## src/rtl/dot_product_sequencer.sv

```systemverilog
// Feeds stored weight/activation vectors into the mac block one pair per cycle
// and offers the captured accumulator to the next stage through valid/ready.
module dot_product_sequencer #(
    parameter int N  = 4,
    parameter int DW = 8,
    parameter int AW = 2
) (
    input  logic          clk,
    input  logic          reset,
    input  logic          wr_en,
    input  logic [AW-1:0] wr_addr,
    input  logic [DW-1:0] wr_weight,
    input  logic [DW-1:0] wr_act,
    input  logic          start,
    output logic          busy,
    output logic          mac_clr,
    output logic          mac_enable,
    output logic [DW-1:0] mac_a,
    output logic [DW-1:0] mac_b,
    input  logic [DW-1:0] mac_out,
    output logic [DW-1:0] result,
    output logic          result_valid,
    input  logic          result_ready
);

    localparam logic [2:0] S_IDLE  = 3'd0;
    localparam logic [2:0] S_CLEAR = 3'd1;
    localparam logic [2:0] S_RUN   = 3'd2;
    localparam logic [2:0] S_DRAIN = 3'd3;
    localparam logic [2:0] S_HOLD  = 3'd4;

    localparam logic [AW-1:0] LAST_IDX = AW'(N - 1);
    localparam logic [AW:0]   N_LIM    = (AW + 1)'(N);

    logic [2:0]    state;
    logic [AW-1:0] idx;
    logic [AW-1:0] idx_nxt;
    logic [DW-1:0] weight [N];
    logic [DW-1:0] act    [N];
    logic          wr_ok;

    assign idx_nxt = idx + 1'b1;
    assign wr_ok   = wr_en && (state == S_IDLE) && ({1'b0, wr_addr} < N_LIM);

    assign busy         = (state == S_CLEAR) || (state == S_RUN) || (state == S_DRAIN);
    assign mac_clr      = (state == S_CLEAR);
    assign result_valid = (state == S_HOLD);

    always_ff @(posedge clk or negedge reset) begin
        if (!reset) begin
            for (int unsigned i = 0; i < N; i++) begin
                weight[i] <= '0;
                act[i]    <= '0;
            end
        end else if (wr_ok) begin
            weight[wr_addr] <= wr_weight;
            act[wr_addr]    <= wr_act;
        end
    end

    // Operands are loaded one edge ahead so each RUN cycle presents element idx.
    always_ff @(posedge clk or negedge reset) begin
        if (!reset) begin
            state      <= S_IDLE;
            idx        <= '0;
            mac_enable <= 1'b0;
            mac_a      <= '0;
            mac_b      <= '0;
            result     <= '0;
        end else begin
            case (state)
                S_IDLE: begin
                    if (start && !result_valid) begin
                        state <= S_CLEAR;
                        idx   <= '0;
                    end
                end
                S_CLEAR: begin
                    state      <= S_RUN;
                    idx        <= '0;
                    mac_enable <= 1'b1;
                    mac_a      <= weight[0];
                    mac_b      <= act[0];
                end
                S_RUN: begin
                    if (idx == LAST_IDX) begin
                        state      <= S_DRAIN;
                        mac_enable <= 1'b0;
                        mac_a      <= '0;
                        mac_b      <= '0;
                    end else begin
                        idx   <= idx_nxt;
                        mac_a <= weight[idx_nxt];
                        mac_b <= act[idx_nxt];
                    end
                end
                S_DRAIN: begin
                    result <= mac_out;
                    state  <= S_HOLD;
                end
                S_HOLD: begin
                    if (result_ready) state <= S_IDLE;
                end
                default: begin
                    state      <= S_IDLE;
                    mac_enable <= 1'b0;
                    mac_a      <= '0;
                    mac_b      <= '0;
                end
            endcase
        end
    end

endmodule

```

## config.mk

```make
export PLATFORM = sky130hd
export DESIGN_NAME = dot_product_sequencer
export DESIGN_NICKNAME = d
export VERILOG_FILES = /design/src/rtl/dot_product_sequencer.sv
export SDC_FILE = /design/constraint.sdc
export NUM_CORES = 1
export LEC_CHECK = 0
export ABC_AREA = 0
export BUFFER_PORTS_ARGS = -buffer_cell sky130_fd_sc_hd__buf_2
export CAP_MARGIN = 15
export CELL_PAD_IN_SITES_DETAIL_PLACEMENT = 1
export CELL_PAD_IN_SITES_GLOBAL_PLACEMENT = 2
export CORE_ASPECT_RATIO = 0.8
export CORE_MARGIN = 2
export CORE_UTILIZATION = 37
export CTS_BUF_LIST = sky130_fd_sc_hd__clkbuf_4 sky130_fd_sc_hd__clkbuf_8 sky130_fd_sc_hd__clkbuf_16
export CTS_CLUSTER_DIAMETER = 120
export DETAILED_ROUTE_END_ITERATION = 12
export PLACE_DENSITY_LB_ADDON = 0.05
export REMOVE_ABC_BUFFERS = 1
export SETUP_SLACK_MARGIN = 0.4
export SLEW_MARGIN = 30
export SYNTH_ARGS = -nofsm -noshare
export SYNTH_HDL_FRONTEND = slang
export SYNTH_SLANG_ARGS = --single-unit
```

## constraint.sdc

```tcl
create_clock -name clk -period 2 [get_ports clk]
set_input_delay 0.4 -clock clk [delete_from_list [all_inputs] [get_ports clk]]
set_output_delay 0.4 -clock clk [all_outputs]
set_load 0.03 [all_outputs]
```

==> parameters.txt, run 1 <==
Parameter                              Value

Status
  Outcome    finished, final reports clean

Min path
  Worst hold path type    input pin to flop

Floorplan
  Starting Density    38.2%
  Placement row count    34
  Number of placed I/O pins    59
  Die Wd    123 µm
  Die span in y    98.8 µm
  DIE AREA    between 10000 and 15000 µm²
  Floorplan core area    10900 µm²

GRT
  Met2 capacity usage during global routing    between 20% and 30%
  Initial antenna violation count    0
  Maximum number of pins on one net before global-route repair    44
  Gr usage total    approximately 18%
  Met1 Resource Use GR    23.0%
  Grt ovf    0
  Global-route wire length before repair    15500 µm
  Busiest metal layer after global routing    met2
  Met3 usage    4.05%
  Vias in the first global route    2731

Critical path
  CP most frequent cell    buf_6
  Largest delay contributor family on the critical path    simple AND/OR/NAND/NOR gates
  Category of the critical setup timing path    flop to flop
  CP peak stage delay    420 ps
  Arrival time at the worst endpoint    2020 ps
  Type of destination of the critical path    flop
  Critical path, cell by cell    buf_6 -> nor4b_4 -> nor3b_4 -> buf_6 -> mux2_2
  Peak fanout along the critical path    6
  Worst setup SP type    flop
  CP bufs+invs    2
  Required arrival time at the worst endpoint    ~2200 ps
  Critical path's slowest cell    dfrtp_2

Synth
  FF+latch count, synth    between 90 and 100
  Dominant combinational cell family by area after synthesis    multiplexers
  Count of distinct cell types in the synthesized netlist    30
  Synthesized-area fraction occupied by ao, oa, aoi and oai cells    4.70%
  Simple-gate portion of the synthesized area    5.99%
  Most frequent cell after synthesis    dfrtp_1
  Mean instance size in the synthesized netlist    between 15 and 20 µm²
  Commonest cells post-synth    dfrtp_1, mux2_2, a221o_1, and2_1, mux4_2
  Synth async-reset ratio    between 90% and 100%
  Leading cell types by total area after synthesis    dfrtp_1, mux2_2, mux4_2
  Synth top area share    56.6%
  Number of enable-type register cells in the synthesized netlist    0
  Fraction of synthesized cell area in xor and xnor cells    0%
  Share of synthesized area spent on multiplexers    29.9%
  Adder-cell share of the synthesized area    0.301%
  Syn. warnings    0
  Fraction of the yosys area taken by sequential cells    between 50 and 60%
  Netlist area before placement    4160 µm²
  Instance count of the mapped netlist    between 200 and 300
  Library cell with the largest summed area after synthesis    dfrtp_1
  Post-synth top flop    dfrtp_1

Power
  Maximum ir drop on the vdd rail    518 µV
  Total design power    9.69 mW
  Areal power density over the cells    1780 nW/µm²
  Leakage    approximately 2.5 nW
  Net switching power figure    between 3 and 4 mW
  Internal Dissipation    approximately 6.4 mW
  Clock share of power    roughly 17%
  Part of the power in combinational logic    47.9%
  Power share of the sequential group    35.1%
  Share of total power consumed by net switching    33.5%

STA
  Worst clock skew    5.69 ps
  Final count of negative-setup-slack endpoints    0
  Worst slew margin relative to its limit    73.1%
  Shortest clock period the worst path allows after layout    1800 ps
  Final number of hold-violating endpoints    0
  Maximum frequency from static timing analysis    556 MHz
  Final worst slack    203 ps
  Max-slew violations    0
  Setup repair after global routing missed its margin    yes
  Post-route fraction of the period consumed by the critical path    89.9%
  Transition time at the pin with the least slew margin    ~400 ps

Final layout
  Antenna diodes    0
  Fraction of final layout cells with drive strength greater than 1    64.4%
  Layout fillers    1082
  Area delta synth->final    31.2%
  Final design utilization    50.1%
  Layout Nets    384

Clock network
  Later-pin clock latency in the skew report    340 ps
  Master cell of the clock root buffer    clkbuf_16
  Clock tree from TritonCTS    built
  Post-CTS clock slew at the launch and capture registers of the worst setup and hold paths    70 ps
  Maximum root-to-sink buffer count    2
  Number of clock sinks    94
  CTS Buf Count    9
  Clock H-tree levels    3

Detailed routing
  Detailed-route via count    2540
  Number of detailed-route iterations in the first pass    6
  Wire length reported by the detailed router    9970 µm
  Average routed wire per standard cell    19.9 µm
  Drt via density    5.07
  Remaining antenna violation count after routing    0
  Count of routing violations after the opening detailed-route iteration    74
  DRC violations left    0

Place
  HPWL after detailed placement    a little over 6000 µm
  Setup Slack @ Placement    218 ps
  Global placer's final weighted congestion    roughly 0.68
  Port buffer count    58

Flow run
  MaxCap Viol Count    0
## registers in the layout, summed over array words and instances, names as in the netlist
name	count
act	32
idx	2
mac_a	8
mac_b	8
mac_enable	1
result	8
state	3
weight	32
## power by group through the flow
stage / Clock [mW] / Sequential, mW / Combinational (mW)
after floorplan: 0 / 3.78 / 2.18
after detailed placement: 0 / 3.42 / 3.79
after global placement: 0 / 3.40 / 3.71
final: 1.64 / 3.40 / 4.65
after CTS: 1.71 / 3.40 / 4.22
after global routing: 1.78 / 3.54 / 5.01
## cell usage in the layout, fill, tap and decap left out, types with 2 or more instances in the layout
| cell | count |
|---|---|
| a221o_1 | 16 |
| and2_1 | 3 |
| and2_4 | 13 |
| buf_12 | 5 |
| buf_16 | 2 |
| buf_2 | 54 |
| buf_4 | 21 |
| buf_6 | 11 |
| clkbuf_16 | 11 |
| clkbuf_8 | 3 |
| clkinv_2 | 2 |
| dfrtp_1 | 91 |
| dfrtp_2 | 3 |
| inv_1 | 2 |
| mux2_2 | 58 |
| mux2_4 | 16 |
| mux4_2 | 16 |
| nand2b_1 | 2 |
| nand3b_4 | 2 |
| nor2_1 | 3 |
| nor2_4 | 2 |
| nor4b_4 | 2 |
| or3b_4 | 2 |
## path summary, 6_finish.rpt
path / startpoint / end / slack [ps] / depth (start not counted)
max: state[1] / act[27] / 200 / 5
min: result_ready / state[2] / 250 / 2
max reg2reg: state[1] / act[27] / 200 / 5
min reg2reg: mac_enable / mac_enable / 480 / 1
max in group asynchronous: reset / act[3] / 790 / 3
min in group asynchronous: reset / act[26] / 520 / 2
## repair_timing
item / CTS / global route
resized for setup: 29 / 34
endpoints found under the hold margin: 22 / 0
pin swaps: 6 / 14
hold buffers: 1 / 0
buffers inserted: 8 / 5
setup endpoints to repair: 86 / 86
gates cloned: 2 / 2
## layout make-up
cell class | instances | area (µm²) | area share, %
Clock buffer | 13 | 274 | 5.02
Clock inverter | 3 | 17.5 | 0.321
Inverter | 2 | 7.51 | 0.138
Multi-Input combinational cell | 148 | 1840 | 33.7
Sequential cell | 94 | 2360 | 43.2
Tap cell | 144 | 180 | 3.30
Timing Repair Buffer | 97 | 782 | 14.3
## metrics by stage
stage / hold WS [ps] / instance area [µm²] / TNS [ps] / instances
2_1_floorplan: 104 / 4060 / -7420 / 244
3_3_place_gp: 359 / 4720 / 0 / 467
3_5_place_dp: 361 / 4720 / 0 / 467
4_1_cts: 240 / 5250 / 0 / 494
5_1_grt: 240 / 5450 / 0 / 501
6_report: 252 / 5450 / 0 / 501
## layer usage
layer	part of all wire [%]	wire, µm
met1	45	4510
met4	1.5	151
met2	51	5070
met5	0	0
met3	2.5	245
## cells by family after synthesis
logic type / after synthesis
AOI/OAI and AO/OA: 22
buffers and inverters: 17
muxes: 91
adders and majority gates: 1
and+or+nand+nor: 34
DFF: 94
Power figures use the tool's default switching activity.
==> run 2, diff against run 1 <==
- PLACE_DENSITY: default -> 0.78
- PLACE_DENSITY_LB_ADDON: 0.05 -> default
==> run 2 against run 1 <==
  * Clock-buffer cell count shrank 1
  * Worst hold slack gained 4.9 ps
  * First-iteration DRC count grew 42%
  * Power grew 0.35%
  * Clock skew grew 1.3 ps
  * Wire length grew 1.9%
  * Via count shrank 0.24%
  * Register-to-register slack gained 40 ps
  * Critical path type unchanged
  * Largest power group unchanged
  * Highest routed layer unchanged
==> parameters.txt, run 2 (synthesis results as in run 1) <==
Parameter                              Value

STA
  Final worst slack    ~250 ps
  Transition time at the pin with the least slew margin    370 ps
  Setup repair after global routing missed its margin    yes
  Worst slew margin relative to its limit    around three quarters
  Maximum frequency from static timing analysis    around 570 MHz
  Final count of negative-setup-slack endpoints    0
  Worst clock skew    6.98 ps
  Shortest clock period the worst path allows after layout    1750 ps
  Post-route fraction of the period consumed by the critical path    87.7%
  Max-slew violations    0
  Final number of hold-violating endpoints    0

Status
  Outcome    finished, final reports clean

Place
  Global placer's final weighted congestion    0.740
  Total instance count after detailed placement    469
  HPWL after detailed placement    6400 µm
  Setup Slack @ Placement    198 ps
  Port buffer count    58

Clock network
  Master cell of the clock root buffer    clkbuf_16
  Later-pin clock latency in the skew report    roughly 340 ps
  Number of clock sinks    94
  Post-CTS clock slew at the launch and capture registers of the worst setup and hold paths    70 ps
  Clock H-tree levels    3
  Maximum root-to-sink buffer count    2
  CTS Buf Count    9
  Clock tree from TritonCTS    built

Power
  Net switching power figure    3.29 mW
  Leakage    2.47 nW
  Power share of the sequential group    35.3%
  Maximum ir drop on the vdd rail    about 680 µV
  Internal Dissipation    between 6 and 7 mW
  Clock share of power    18.1%
  Share of total power consumed by net switching    33.8%
  Areal power density over the cells    1790 nW/µm²
  Part of the power in combinational logic    46.6%

Floorplan
  Die Wd    123 µm
  Placement row count    34
  Die span in y    slightly below 100 µm
  DIE AREA    12100 µm²
  Floorplan core area    10900 µm²
  Starting Density    between 30% and 40%
  Number of placed I/O pins    59

Critical path
  Reg2reg setup slack    250 ps
  Critical path startpoint    idx[1]
  Category of the critical setup timing path    flop to flop
  Depth of the worst register-to-register path    5
  Crit path to    mac_a[1]
  Critical path, cell by cell    ha_4 -> buf_12 -> mux4_2 -> and2_4 -> a221o_1
  Start of the worst register-to-register path    idx[1]
  Peak fanout along the critical path    6
  Reg2Reg Capture Point    mac_a[1]
  Type of destination of the critical path    flop
  Required arrival time at the worst endpoint    2220 ps
  CP peak stage delay    420 ps
  Critical path's slowest cell    dfrtp_1
  Arrival time at the worst endpoint    1970 ps
  Worst setup SP type    flop

GRT
  Vias in the first global route    2883
  Initial antenna violation count    0
  Global-route wire length before repair    15900 µm
  Gr usage total    17.9%
  Maximum number of pins on one net before global-route repair    69
  Grt ovf    0

Min path
  Worst hold path type    input pin to flop
  Min-Delay Path Depth    2

Flow run
  MaxCap Viol Count    0

Final layout
  Area delta synth->final    30.5%
  Layout Nets    380
  Antenna diodes    0
  Final design utilization    between 40 and 50%
  Commonest non-fill, non-tap cell in the layout    dfrtp_1
  Finished Layout Cells    497
  Registers with the most flip-flops    act x32, weight x32
  Commonest cells after routing, fill and taps aside    dfrtp_1, mux2_2, buf_2
  Fraction of final layout cells with drive strength greater than 1    ~63%

Detailed routing
  Wire length reported by the detailed router    about 10000 µm
  Sum of met2 wire segment lengths after detailed routing    around 5200 µm
  Average routed wire per standard cell    a little over 20 µm
  Count of routing violations after the opening detailed-route iteration    between 100 and 150
  Number of detailed-route iterations in the first pass    4
  Drt via density    5.10
  Detailed-route via count    ~2.5k
  DRC violations left    0
  Remaining antenna violation count after routing    0
  Top Metal Used    met4
  Routed metal-1 wire length    4510 µm
  Met3 wire length    approximately 320 µm
==> run 2: worst min-delay path by stage <==
stage | start | to | slack (ps)
after floorplan | reset | act[0] | 100
after global placement | reset | act[4] | 340
after detailed placement | reset | act[1] | 340
after CTS | result_ready | state[2] | 250
after global routing | result_ready | state[2] | 260
final | result_ready | state[2] | 260
==> run 2: metrics by stage <==
stage                     setup TNS, ps  hold WS [ps]  power (mW)  area (µm²)
after floorplan                   -7420           104        5.96        4060
after global placement                0           339        7.09        4750
after detailed placement              0           345        7.29        4750
after CTS                             0           245        9.63        5350
after global routing                  0           263        10.3        5420
final                                 0           257        9.73        5420
==> run 2: per-layer routing <==
layer / GRT usage [%] / up-vias
met5: 0 / -
met4: 4.42 / 0
met3: 4.92 / 9
met2: 31.3 / 37
met1: 22.0 / 1341
li1: - / 1147
==> run 2: layout make-up <==
type / count / area [µm²]
inverter: 2 / 7.51
multi-input combinational: 148 / 1800
timing repair buffer: 93 / 763
clock buffer: 12 / 260
clock inverter: 4 / 53.8
tap: 144 / 180
fill: 1089 / 5470
sequential: 94 / 2360
==> run 2: critical path: cells and delay by family, from the launching register on <==
family	cells	cell delay [ps]
buf+inv	1	150
simple gates	1	140
fa+ha+maj	1	360
compound gates	1	270
mux	1	290
flops	1	420
==> run 2: what timing repair did <==
item                                    4_1_cts  5_1_grt
pin swaps                                    16        3
hold buffers                                  1        0
endpoints found under the setup margin       86       86
cloned                                        2        1
resized for setup                            42       13
hold endpoints to repair                     26        0
setup buffers                                 7        1
==> run 2: power groups by stage <==
stage	Clock, mW	Sequential [mW]	Combinational, mW
2_1_floorplan	0	3.78	2.18
3_3_place_gp	0	3.38	3.71
3_5_place_dp	0	3.45	3.85
4_1_cts	1.81	3.42	4.40
5_1_grt	1.89	3.54	4.85
6_report	1.76	3.43	4.53
